[src/rtl/ysyx_23060236_icache_if.sv]
// Fetch-side and refill-side bundles for the instruction cache.
// The fetch bundle faces the IFU and the read bundle faces the crossbar.
interface ysyx_23060236_icache_if;
  logic        req_valid;
  logic        req_ready;
  logic [31:0] req_addr;
  logic        resp_valid;
  logic        resp_ready;
  logic        resp_err;
  logic [31:0] resp_inst;

  modport master (
    output req_valid, req_addr, resp_ready,
    input  req_ready, resp_valid, resp_inst, resp_err
  );
  modport slave (
    input  req_valid, req_addr, resp_ready,
    output req_ready, resp_valid, resp_inst, resp_err
  );
endinterface

interface ysyx_23060236_axi_rd_if;
  logic [31:0] araddr;
  logic        arvalid;
  logic        arready;
  logic [1:0]  arburst;
  logic [3:0]  arlen;
  logic [31:0] rdata;
  logic [1:0]  rresp;
  logic        rlast;
  logic        rvalid;
  logic        rready;

  modport master (
    output araddr, arvalid, arburst, arlen, rready,
    input  arready, rdata, rresp, rlast, rvalid
  );
  modport slave (
    input  araddr, arvalid, arburst, arlen, rready,
    output arready, rdata, rresp, rlast, rvalid
  );
endinterface

[src/rtl/ysyx_23060236_icache.sv]
// Direct-mapped instruction cache with whole-line INCR burst refill
// and a fence_i that invalidates every line once the FSM is idle.
module ysyx_23060236_icache #(
  parameter int OFFSET_BITS = 4,
  parameter int INDEX_BITS  = 4
) (
  input  logic clock,
  input  logic reset,
  input  logic fence_i,
  ysyx_23060236_icache_if.slave  fetch,
  ysyx_23060236_axi_rd_if.master ifu
);
  localparam int WB       = OFFSET_BITS - 2;
  localparam int WORDS    = 1 << WB;
  localparam int LINES    = 1 << INDEX_BITS;
  localparam int TAG_BITS = 32 - INDEX_BITS - OFFSET_BITS;

  typedef enum logic [2:0] {
    IDLE, LOOKUP, AR, R, RESP
  } state_t;

  state_t state, state_n;

  logic [31:2]          addr_q;
  logic [INDEX_BITS-1:0] idx;
  logic [WB-1:0]        word;
  logic [TAG_BITS-1:0]  tag;

  logic [LINES-1:0]    valid_q;
  logic [TAG_BITS-1:0] tag_q  [LINES];
  logic [31:0]         data_q [LINES][WORDS];

  logic [WB-1:0] cnt_q;
  logic          err_q;
  logic          fence_pend;
  logic [31:0]   inst_q;
  logic          rerr_q;

  logic req_fire, beat, hit, beat_err, line_err, fence_now;

  assign idx  = addr_q[OFFSET_BITS+INDEX_BITS-1:OFFSET_BITS];
  assign word = addr_q[OFFSET_BITS-1:2];
  assign tag  = addr_q[31:OFFSET_BITS+INDEX_BITS];

  assign req_fire = fetch.req_valid & fetch.req_ready;
  assign beat     = ifu.rvalid & ifu.rready;
  assign hit      = valid_q[idx] & (tag_q[idx] == tag);
  assign beat_err = ifu.rresp != 2'b00;
  assign line_err = err_q | beat_err;

  // A pending fence always wins the idle slot because req_ready is held low.
  assign fence_now = (state == IDLE)
                   & ((fence_i & ~req_fire) | fence_pend);

  always_ff @(posedge clock or posedge reset) begin
    if (reset) state <= IDLE;
    else       state <= state_n;
  end

  always_comb begin
    state_n = state;
    unique case (state)
      IDLE:   if (req_fire) state_n = LOOKUP;
      LOOKUP: state_n = hit ? RESP : AR;
      AR:     if (ifu.arready) state_n = R;
      R:      if (beat && ifu.rlast) state_n = RESP;
      RESP:   if (fetch.resp_ready) state_n = IDLE;
      default: state_n = IDLE;
    endcase
  end

  always_comb begin
    fetch.req_ready  = (state == IDLE) & ~fence_pend;
    fetch.resp_valid = state == RESP;
    fetch.resp_inst  = inst_q;
    fetch.resp_err   = rerr_q;
    ifu.arvalid      = state == AR;
    ifu.araddr       = {addr_q[31:OFFSET_BITS], {OFFSET_BITS{1'b0}}};
    ifu.arburst      = 2'b01;
    ifu.arlen        = 4'(WORDS - 1);
    ifu.rready       = state == R;
  end

  always_ff @(posedge clock or posedge reset) begin
    if (reset) begin
      addr_q     <= '0;
      inst_q     <= '0;
      rerr_q     <= 1'b0;
      err_q      <= 1'b0;
      cnt_q      <= '0;
      fence_pend <= 1'b0;
      valid_q    <= '0;
    end else begin
      if (req_fire) addr_q <= fetch.req_addr[31:2];
      if (state == LOOKUP && hit) begin
        inst_q <= data_q[idx][word];
        rerr_q <= 1'b0;
      end
      if (state == AR && ifu.arready) begin
        cnt_q <= '0;
        err_q <= 1'b0;
      end
      if (beat) begin
        if (cnt_q == word) inst_q <= ifu.rdata;
        err_q <= line_err;
        cnt_q <= cnt_q + 1'b1;
        if (ifu.rlast) begin
          rerr_q       <= line_err;
          valid_q[idx] <= ~line_err;
        end
      end
      if (fence_now) begin
        valid_q    <= '0;
        fence_pend <= 1'b0;
      end else if (fence_i) begin
        fence_pend <= 1'b1;
      end
    end
  end

  // Line storage carries no reset; valid bits guard it.
  always_ff @(posedge clock) begin
    if (beat) begin
      data_q[idx][cnt_q] <= ifu.rdata;
      if (ifu.rlast) tag_q[idx] <= tag;
    end
  end
endmodule

[src/flat_wrapper.sv]
// flat-port wrapper written by rule: the top's interface ports become plain ports
module ysyx_23060236_icache_flat 
#(
  parameter int OFFSET_BITS = 4,
  parameter int INDEX_BITS  = 4
)
  (clock, reset, fence_i, fetch_req_valid, fetch_req_addr, fetch_resp_ready, fetch_req_ready, fetch_resp_valid, fetch_resp_inst, fetch_resp_err, ifu_araddr, ifu_arvalid, ifu_arburst, ifu_arlen, ifu_rready, ifu_arready, ifu_rdata, ifu_rresp, ifu_rlast, ifu_rvalid);
  ysyx_23060236_icache_if fetch_i ();
  ysyx_23060236_axi_rd_if ifu_i ();
  input  logic clock;
  input  logic reset;
  input  logic fence_i;
  input wire logic [$bits(fetch_i.req_valid)-1:0] fetch_req_valid;
  input wire logic [$bits(fetch_i.req_addr)-1:0] fetch_req_addr;
  input wire logic [$bits(fetch_i.resp_ready)-1:0] fetch_resp_ready;
  output wire logic [$bits(fetch_i.req_ready)-1:0] fetch_req_ready;
  output wire logic [$bits(fetch_i.resp_valid)-1:0] fetch_resp_valid;
  output wire logic [$bits(fetch_i.resp_inst)-1:0] fetch_resp_inst;
  output wire logic [$bits(fetch_i.resp_err)-1:0] fetch_resp_err;
  output wire logic [$bits(ifu_i.araddr)-1:0] ifu_araddr;
  output wire logic [$bits(ifu_i.arvalid)-1:0] ifu_arvalid;
  output wire logic [$bits(ifu_i.arburst)-1:0] ifu_arburst;
  output wire logic [$bits(ifu_i.arlen)-1:0] ifu_arlen;
  output wire logic [$bits(ifu_i.rready)-1:0] ifu_rready;
  input wire logic [$bits(ifu_i.arready)-1:0] ifu_arready;
  input wire logic [$bits(ifu_i.rdata)-1:0] ifu_rdata;
  input wire logic [$bits(ifu_i.rresp)-1:0] ifu_rresp;
  input wire logic [$bits(ifu_i.rlast)-1:0] ifu_rlast;
  input wire logic [$bits(ifu_i.rvalid)-1:0] ifu_rvalid;
  assign fetch_i.req_valid = fetch_req_valid;
  assign fetch_i.req_addr = fetch_req_addr;
  assign fetch_i.resp_ready = fetch_resp_ready;
  assign fetch_req_ready = fetch_i.req_ready;
  assign fetch_resp_valid = fetch_i.resp_valid;
  assign fetch_resp_inst = fetch_i.resp_inst;
  assign fetch_resp_err = fetch_i.resp_err;
  assign ifu_araddr = ifu_i.araddr;
  assign ifu_arvalid = ifu_i.arvalid;
  assign ifu_arburst = ifu_i.arburst;
  assign ifu_arlen = ifu_i.arlen;
  assign ifu_rready = ifu_i.rready;
  assign ifu_i.arready = ifu_arready;
  assign ifu_i.rdata = ifu_rdata;
  assign ifu_i.rresp = ifu_rresp;
  assign ifu_i.rlast = ifu_rlast;
  assign ifu_i.rvalid = ifu_rvalid;
  ysyx_23060236_icache #(.OFFSET_BITS(OFFSET_BITS), .INDEX_BITS(INDEX_BITS)) u_core (.clock(clock), .reset(reset), .fence_i(fence_i), .fetch(fetch_i), .ifu(ifu_i));
endmodule
[config.mk]
export PLATFORM = sky130hd
export DESIGN_NAME = ysyx_23060236_icache_flat
export DESIGN_NICKNAME = d
export VERILOG_FILES = /design/src/rtl/ysyx_23060236_icache_if.sv /design/src/rtl/ysyx_23060236_icache.sv /design/src/flat_wrapper.sv
export SDC_FILE = /design/constraint.sdc
export NUM_CORES = 2
export LEC_CHECK = 0
export BUFFER_PORTS_ARGS = -buffer_cell sky130_fd_sc_hd__buf_2
export CAP_MARGIN = 20
export CORE_ASPECT_RATIO = 1.4
export CORE_UTILIZATION = 60
export DETAILED_ROUTE_END_ITERATION = 8
export MAX_ROUTING_LAYER = met4
export PLACE_DENSITY = 0.79
export REMOVE_ABC_BUFFERS = 1
export SLEW_MARGIN = 30
export SYNTH_ARGS = -nofsm -noshare
export SYNTH_HDL_FRONTEND = slang
export SYNTH_SLANG_ARGS = --single-unit
[constraint.sdc]
create_clock -name clock -period 8.5 [get_ports clock]
set_clock_uncertainty 0.05 [all_clocks]
set_input_delay 0.85 -clock clock [delete_from_list [all_inputs] [get_ports clock]]
set_output_delay 0.85 -clock clock [all_outputs]
set_load 0.01 [all_outputs]
# Word level (Yosys, flattened, before mapping)
# Memories as Yosys holds them, arrays and structs flattened.
# Cells that the tools add are included.
[op_classes]
n_div = 0
addsub = 1
bitwise = 13
order_cmp = 5
reduce_logical = 13
n_mul = 0
mux = 36
shifts = 0
n_eq_ne = 10
[op_table]
columns = ["cell", "n"]
rows = [
  ["two-way mux 32 bit", 6],
  ["two-way mux 128 bit", 1],
  ["binary-select mux 32 bit (select 2 bit)", 1],
  ["demux 32 bit (select 2 bit)", 1],
  ["two-way mux 16 bit", 3],
  ["equality test 24 bit", 1],
  ["bitwise mux 16 bit", 1],
  ["two-way mux 3 bit", 5],
  ["case mux 3 bit (5 select lines)", 1],
  ["two-way mux 1 bit", 13],
  ["nonzero test 2 bit", 5],
  ["AND 1 bit", 6],
  ["equality test 3 x 2 -> 1 bit, second input constant", 2],
  [">= comparator 3 bit, second input constant", 2],
  ["NOT 2 -> 3 bit", 2],
  ["logical AND 1 bit", 5],
  ["< comparator 4 x 5 -> 1 bit, second input constant", 1],
  ["binary-select mux 1 bit (select 4 bit)", 1],
  ["demux 1 bit (select 4 bit)", 1],
  [">= comparator 4 x 1 -> 1 bit, second input constant", 1],
  ["two-way mux 2 bit", 2],
  ["!= test 2 x 1 -> 1 bit, second input constant", 2],
  ["!= test 2 bit, second input constant", 2],
  ["AND reduction 4 bit", 1],
  ["9 further kinds", 12],
]
[word_totals]
output_inout_bits = 75
memories = 2
mem_bits_rw = 2432
latch_bits = 0
inputBits = 74
regBits = 86
rom_bits = 0
word_cells = 88
[mem_list]
columns = ["memory", "depth", "width", "read_ports", "rd_ports_with_merged_regs", "write_ports", "line_no", "text"]
rows = [
  ["u_core.data_q", 16, 128, 1, 0, 1, "ysyx_23060236_icache.sv:31", "logic [31:0] data_q [LINES][WORDS];"],
  ["u_core.tag_q", 16, 24, 1, 0, 1, "ysyx_23060236_icache.sv:30", "logic [TAG_BITS-1:0] tag_q [LINES];"],
]

# Logic depth before layout (Yosys ltp)
[depth]
depth_word = 9
ltp_mapped = 15
ltp_nobuf = 9

# Least setup slack after synthesis
# Ideal clock, no wire load.
[synth_path]
kind = "register -> register"
startpoint = "register u_core.addr_q[6] (netlist bit)"
endpoint = "memory u_core.data_q[12][0] (netlist bit), enable pin"
required_ns = 8.029
path_stages_with_launch = 9
slack_ns = 4.789
setup_time_ns = 0.421
path_buffers = 5
synth_period_minus_slack_ns = 3.711
t_arrival_ns = 3.240
path_cell_list = "dfrtp_1 > buf_4 > buf_2 > and2_1 > clkbuf_1 > clkbuf_1 > clkbuf_1 > nand2_1 > nor2_1"
[synth_rtl]
columns = ["item", "line_no", "text"]
rows = [
  ["start, declared", "ysyx_23060236_icache.sv:24", "logic [31:2] addr_q;"],
  ["start signal, assigned", "ysyx_23060236_icache.sv:94", "if (req_fire) addr_q <= fetch.req_addr[31:2];"],
  ["end, declared", "ysyx_23060236_icache.sv:31", ""],
]
# No word-level cell before the write port.

# Worst setup path in the final report
[layout_path]
startpoint = "register u_core.addr_q[5] (netlist bit)"
endpoint = "register u_core.inst_q[26], in the netlist u_core.fetch.resp_inst[26]"
[layout_via]
elab_chain_cells = 7
word_cells_on_any_way = 13
cone_classes = "eq/ne (1); mux (8); bitwise (1); reduce/logical (1); memory (2)"
[layout_rtl]
columns = ["item", "line_no", "text"]
rows = [
  ["memory (16 x 24 bit) (tied with other cells)", "n/a", ""],
  ["equality test 24 bit (tied with other cells)", "ysyx_23060236_icache.sv:47", "assign hit = valid_q[idx] & (tag_q[idx] == tag);"],
  ["AND 1 bit or two-way mux 32 bit (tied branches)", "ysyx_23060236_icache.sv:47, ysyx_23060236_icache.sv:96", ""],
  ["logical AND 1 bit or two-way mux 32 bit (tied branches)", "ysyx_23060236_icache.sv:95, ysyx_23060236_icache.sv:96", ""],
  ["two-way mux 32 bit *", "ysyx_23060236_icache.sv:95", "if (state == LOOKUP && hit) begin"],
  ["two-way mux 32 bit", "ysyx_23060236_icache.sv:104", "if (cnt_q == word) inst_q <= ifu.rdata;"],
  ["two-way mux 32 bit *", "ysyx_23060236_icache.sv:103", "if (beat) begin"],
  ["end signal, assigned", "ysyx_23060236_icache.sv:96", "inst_q <= data_q[idx][word];"],
  ["end signal, assigned", "ysyx_23060236_icache.sv:104", ""],
  ["end, declared", "ysyx_23060236_icache.sv:36", "logic [31:0] inst_q;"],
]
# Every way passes the cells marked *; elsewhere a longest branch is shown, timed or not. The select of a mux whose other input is x is not followed.
# A chain may end at the register's enable or synchronous reset.

==> flow_summary.yaml <==
clock_tree:
  post_cts_buffers: 0
  clock-root-buffer: "clkbuf_16"
  clkTransAtPathRegs_ps: 70
  htree_levels: 4
  cts_tree: "done"
  cts_buffers: 213
  clk_path_buf_depth: 3
  clk_latency_ps: 880
  cts_sinks: 2518
layout:
  nets: 4612
  n_fill_cell: 9131
  final_common_cell: "edfxtp_1"
  drive_gt1_share_pct: 27.66
  final-seq-area_um2: 75190
  multi_input_area_um2: 20430
  final_cell_mix: "edfxtp_1, mux4_2, clkbuf_16"
  area_delta_synth_final_pct: 11.29
  utilization_pct: 67.49
global_route:
  track_usage_pct: 30.93
  grt_first_pass_wirelength_um: 345600
  first_global_vias: 50110
  grt_overflow: 0
  grt_max_degree: 146
  antenna_found_initial: 4
floorplanning:
  rows: 173
  die_y_um: 476.5
  core_area_um2: 159100
  ios: 149
  dieArea_um2: 162400
  initial_utilization_pct: 60.64
  die_x_um: 340.9
logic_synthesis:
  ys_async_sr_fraction_pct: 3.415
  synth_edf_count: 2432
  synthCells: 4333
  syn_area_um2: 96480
  synth_top_area_share_pct: 75.69
  yosysSeqAreaShare_pct: 77.92
  synth_flop_cell: "edfxtp_1"
  synth_seq_cells: 2518
  postSynthAreaPerCell_um2: 22.27
  synth_top_area_cell: "edfxtp_1"
  synth.yosys.warnings: 0
  synth_area_leaders: "edfxtp_1, mux4_2, dfrtp_1"
  synth_cell_types: 62
timing:
  fin_crit_sh_pct: 59.79
  max_freq_ghz: 0.1968
  timing.hold.ws_ps: 167.8
  relSlewSlack_pct: 30.50
  tightest_slew_ps: 1043
  maxSlewViolCount: 0
  setup_viol: 0
  rsz0062_at_grt: "false"
  setup-tns-final_ps: 0
  period_minus_slack_ps: 5082
  hold_viol: 0
worst_setup_path:
  cp_data_arrival_time_ps: 5740
  cp_common_cell: "buf_4"
  slowest_stage: "dfrtp_4"
  path_cells: "buf_12, nor2b_1, buf_4, a22oi_1, o22ai_1, a2111o_1, nor3_1, nand4_1, nor4_4, buf_4, mux2i_1, a21oi_1"
  crit_type: "flop to flop"
  cp-end-kind: "flop"
  required_ps: 9160
  crit_fanout: 141
  startpoint: "u_core.addr_q[5]"
  cpPeakStageDelay_ps: 950
  r2r_start: "u_core.addr_q[5]"
  start_kind: "flop"
pwr:
  pwr-share-clk_pct: 29.7
  switchingPower_w: 0.01007
  pwr_density_cell_nw_per_um2: 312.1
  swShare_pct: 30.03
  leakage_nw: 33.37
  p_int_w: 0.02345
  comb_power_share_pct: 26.4
  vdd_ir_drop_max_uv: 319.4
  sequentialPowerShare_pct: 44.0
  power_w: 0.03352
route:
  dr.pass1.iters: 6
  drc: 0
  vias: 48890
  wl_per_cell_um: 35.96
  drtAntennaViolNets: 0
  drt_wl_total_um: 245100
  drt_iter0_drc: 6652
  viasPerCell: 7.172
placed_design:
  dpl.hpwl_um: 119000
  gp_congestion: 0.8283
  io_buffers: 136
min_path:
  hp-class: "input pin to flop"
  hp-start: "fetch_req_addr[14]"
status:
  status: "completed"
run:
  cap_violations: 0
worst paths after layout:
check	depth (start not counted)	slack [ps]	to
setup / recovery	12	3420	u_core.fetch.resp_inst[26]
hold / removal	2	170	u_core.addr_q[14]
setup reg to reg	12	3420	u_core.fetch.resp_inst[26]
hold reg to reg	2	470	u_core.fetch.resp_err
max in group asynchronous	4	6890	u_core.addr_q[6]
min in group asynchronous	3	540	u_core.fetch.resp_inst[4]
cell usage after synthesis, drive strengths merged (41+ instances only):
master / number
buf: 151
dfrtp: 86
nor2: 156
a22o: 75
mux4: 593
mux2i: 92
edfxtp: 2432
mux2: 41
nand2: 53
a22oi: 132
clkbuf: 136
a21oi: 121
a221oi: 75
metrics by stage:
| stage | setup WS, ps | instances | cell area [µm²] |
|---|---|---|---|
| 4_1_cts | 3423 | 6810 | 107200 |
| 6_report | 3418 | 6817 | 107400 |
| 5_1_grt | 3248 | 6817 | 107400 |
| 2_1_floorplan | -20170 | 4054 | 95040 |
| 3_3_place_gp | 3555 | 6409 | 99950 |
| 3_5_place_dp | 3446 | 6414 | 100100 |
sequential cells by signal (all words and copies together), names as in the netlist, 2 cells and up:
signal and cells:
u_core.state 3, u_core.tag_q 384, u_core.cnt_q 2, u_core.valid_q 16, u_core.data_q 2048, u_core.addr_q 30
u_core.fetch.resp_inst 32
cell families (layout without fill, tap and decap cells):
kind of cell / Yosys count / count (layout) / share of synthesized area [%]
xor+xnor: 33 / 33 / 0.2996
buf+inv: 298 / 671 / 1.570
fa+ha+maj: 4 / 4 / 0.05187
compound gates: 491 / 491 / 3.701
simple gates: 261 / 261 / 1.172
flops: 2518 / 2518 / 77.92
other cells: 2 / 13 / 0.007784
mux: 726 / 726 / 15.27
critical path, delay by kind of cell, from the launching register on:
kind	cells	cell delay, ps
simple gates	4	1160
mux	1	280
compound gates	4	860
buf+inv	3	1410
flops	1	950
final cells by class:
class                   count  share of cell area [%]
flip-flops and latches   2518                   70.03
multi-input cells        1525                   19.03
clock buffers             276                   5.377
well taps                2100                   2.447
repair buffers            265                   1.850
clock inverters           119                   1.219
inverters                  11                 0.04078
diodes                      3                0.006992
what timing repair did:
action,in CTS,in global routing
endpoints found under the hold margin,25,0
resized for setup,0,0
hold buffers,1,0
power by group through the flow:
stage	logic (W)	clock network (W)	registers [W]
final	0.00883	0.00995	0.0147
after global placement	0.00841	0	0.0150
after CTS	0.00874	0.00999	0.0147
after floorplan	0.00624	0	0.0153
after detailed placement	0.00854	0	0.0150
after global routing	0.00924	0.0104	0.0148
routing by layer:
metal	track usage, %	part of all wire, %
met5	-	0
met4	14.99	5.4
met3	5.925	11
met2	49.81	51
met1	37.99	33
No activity file was read; power rests on OpenSTA's default activity.
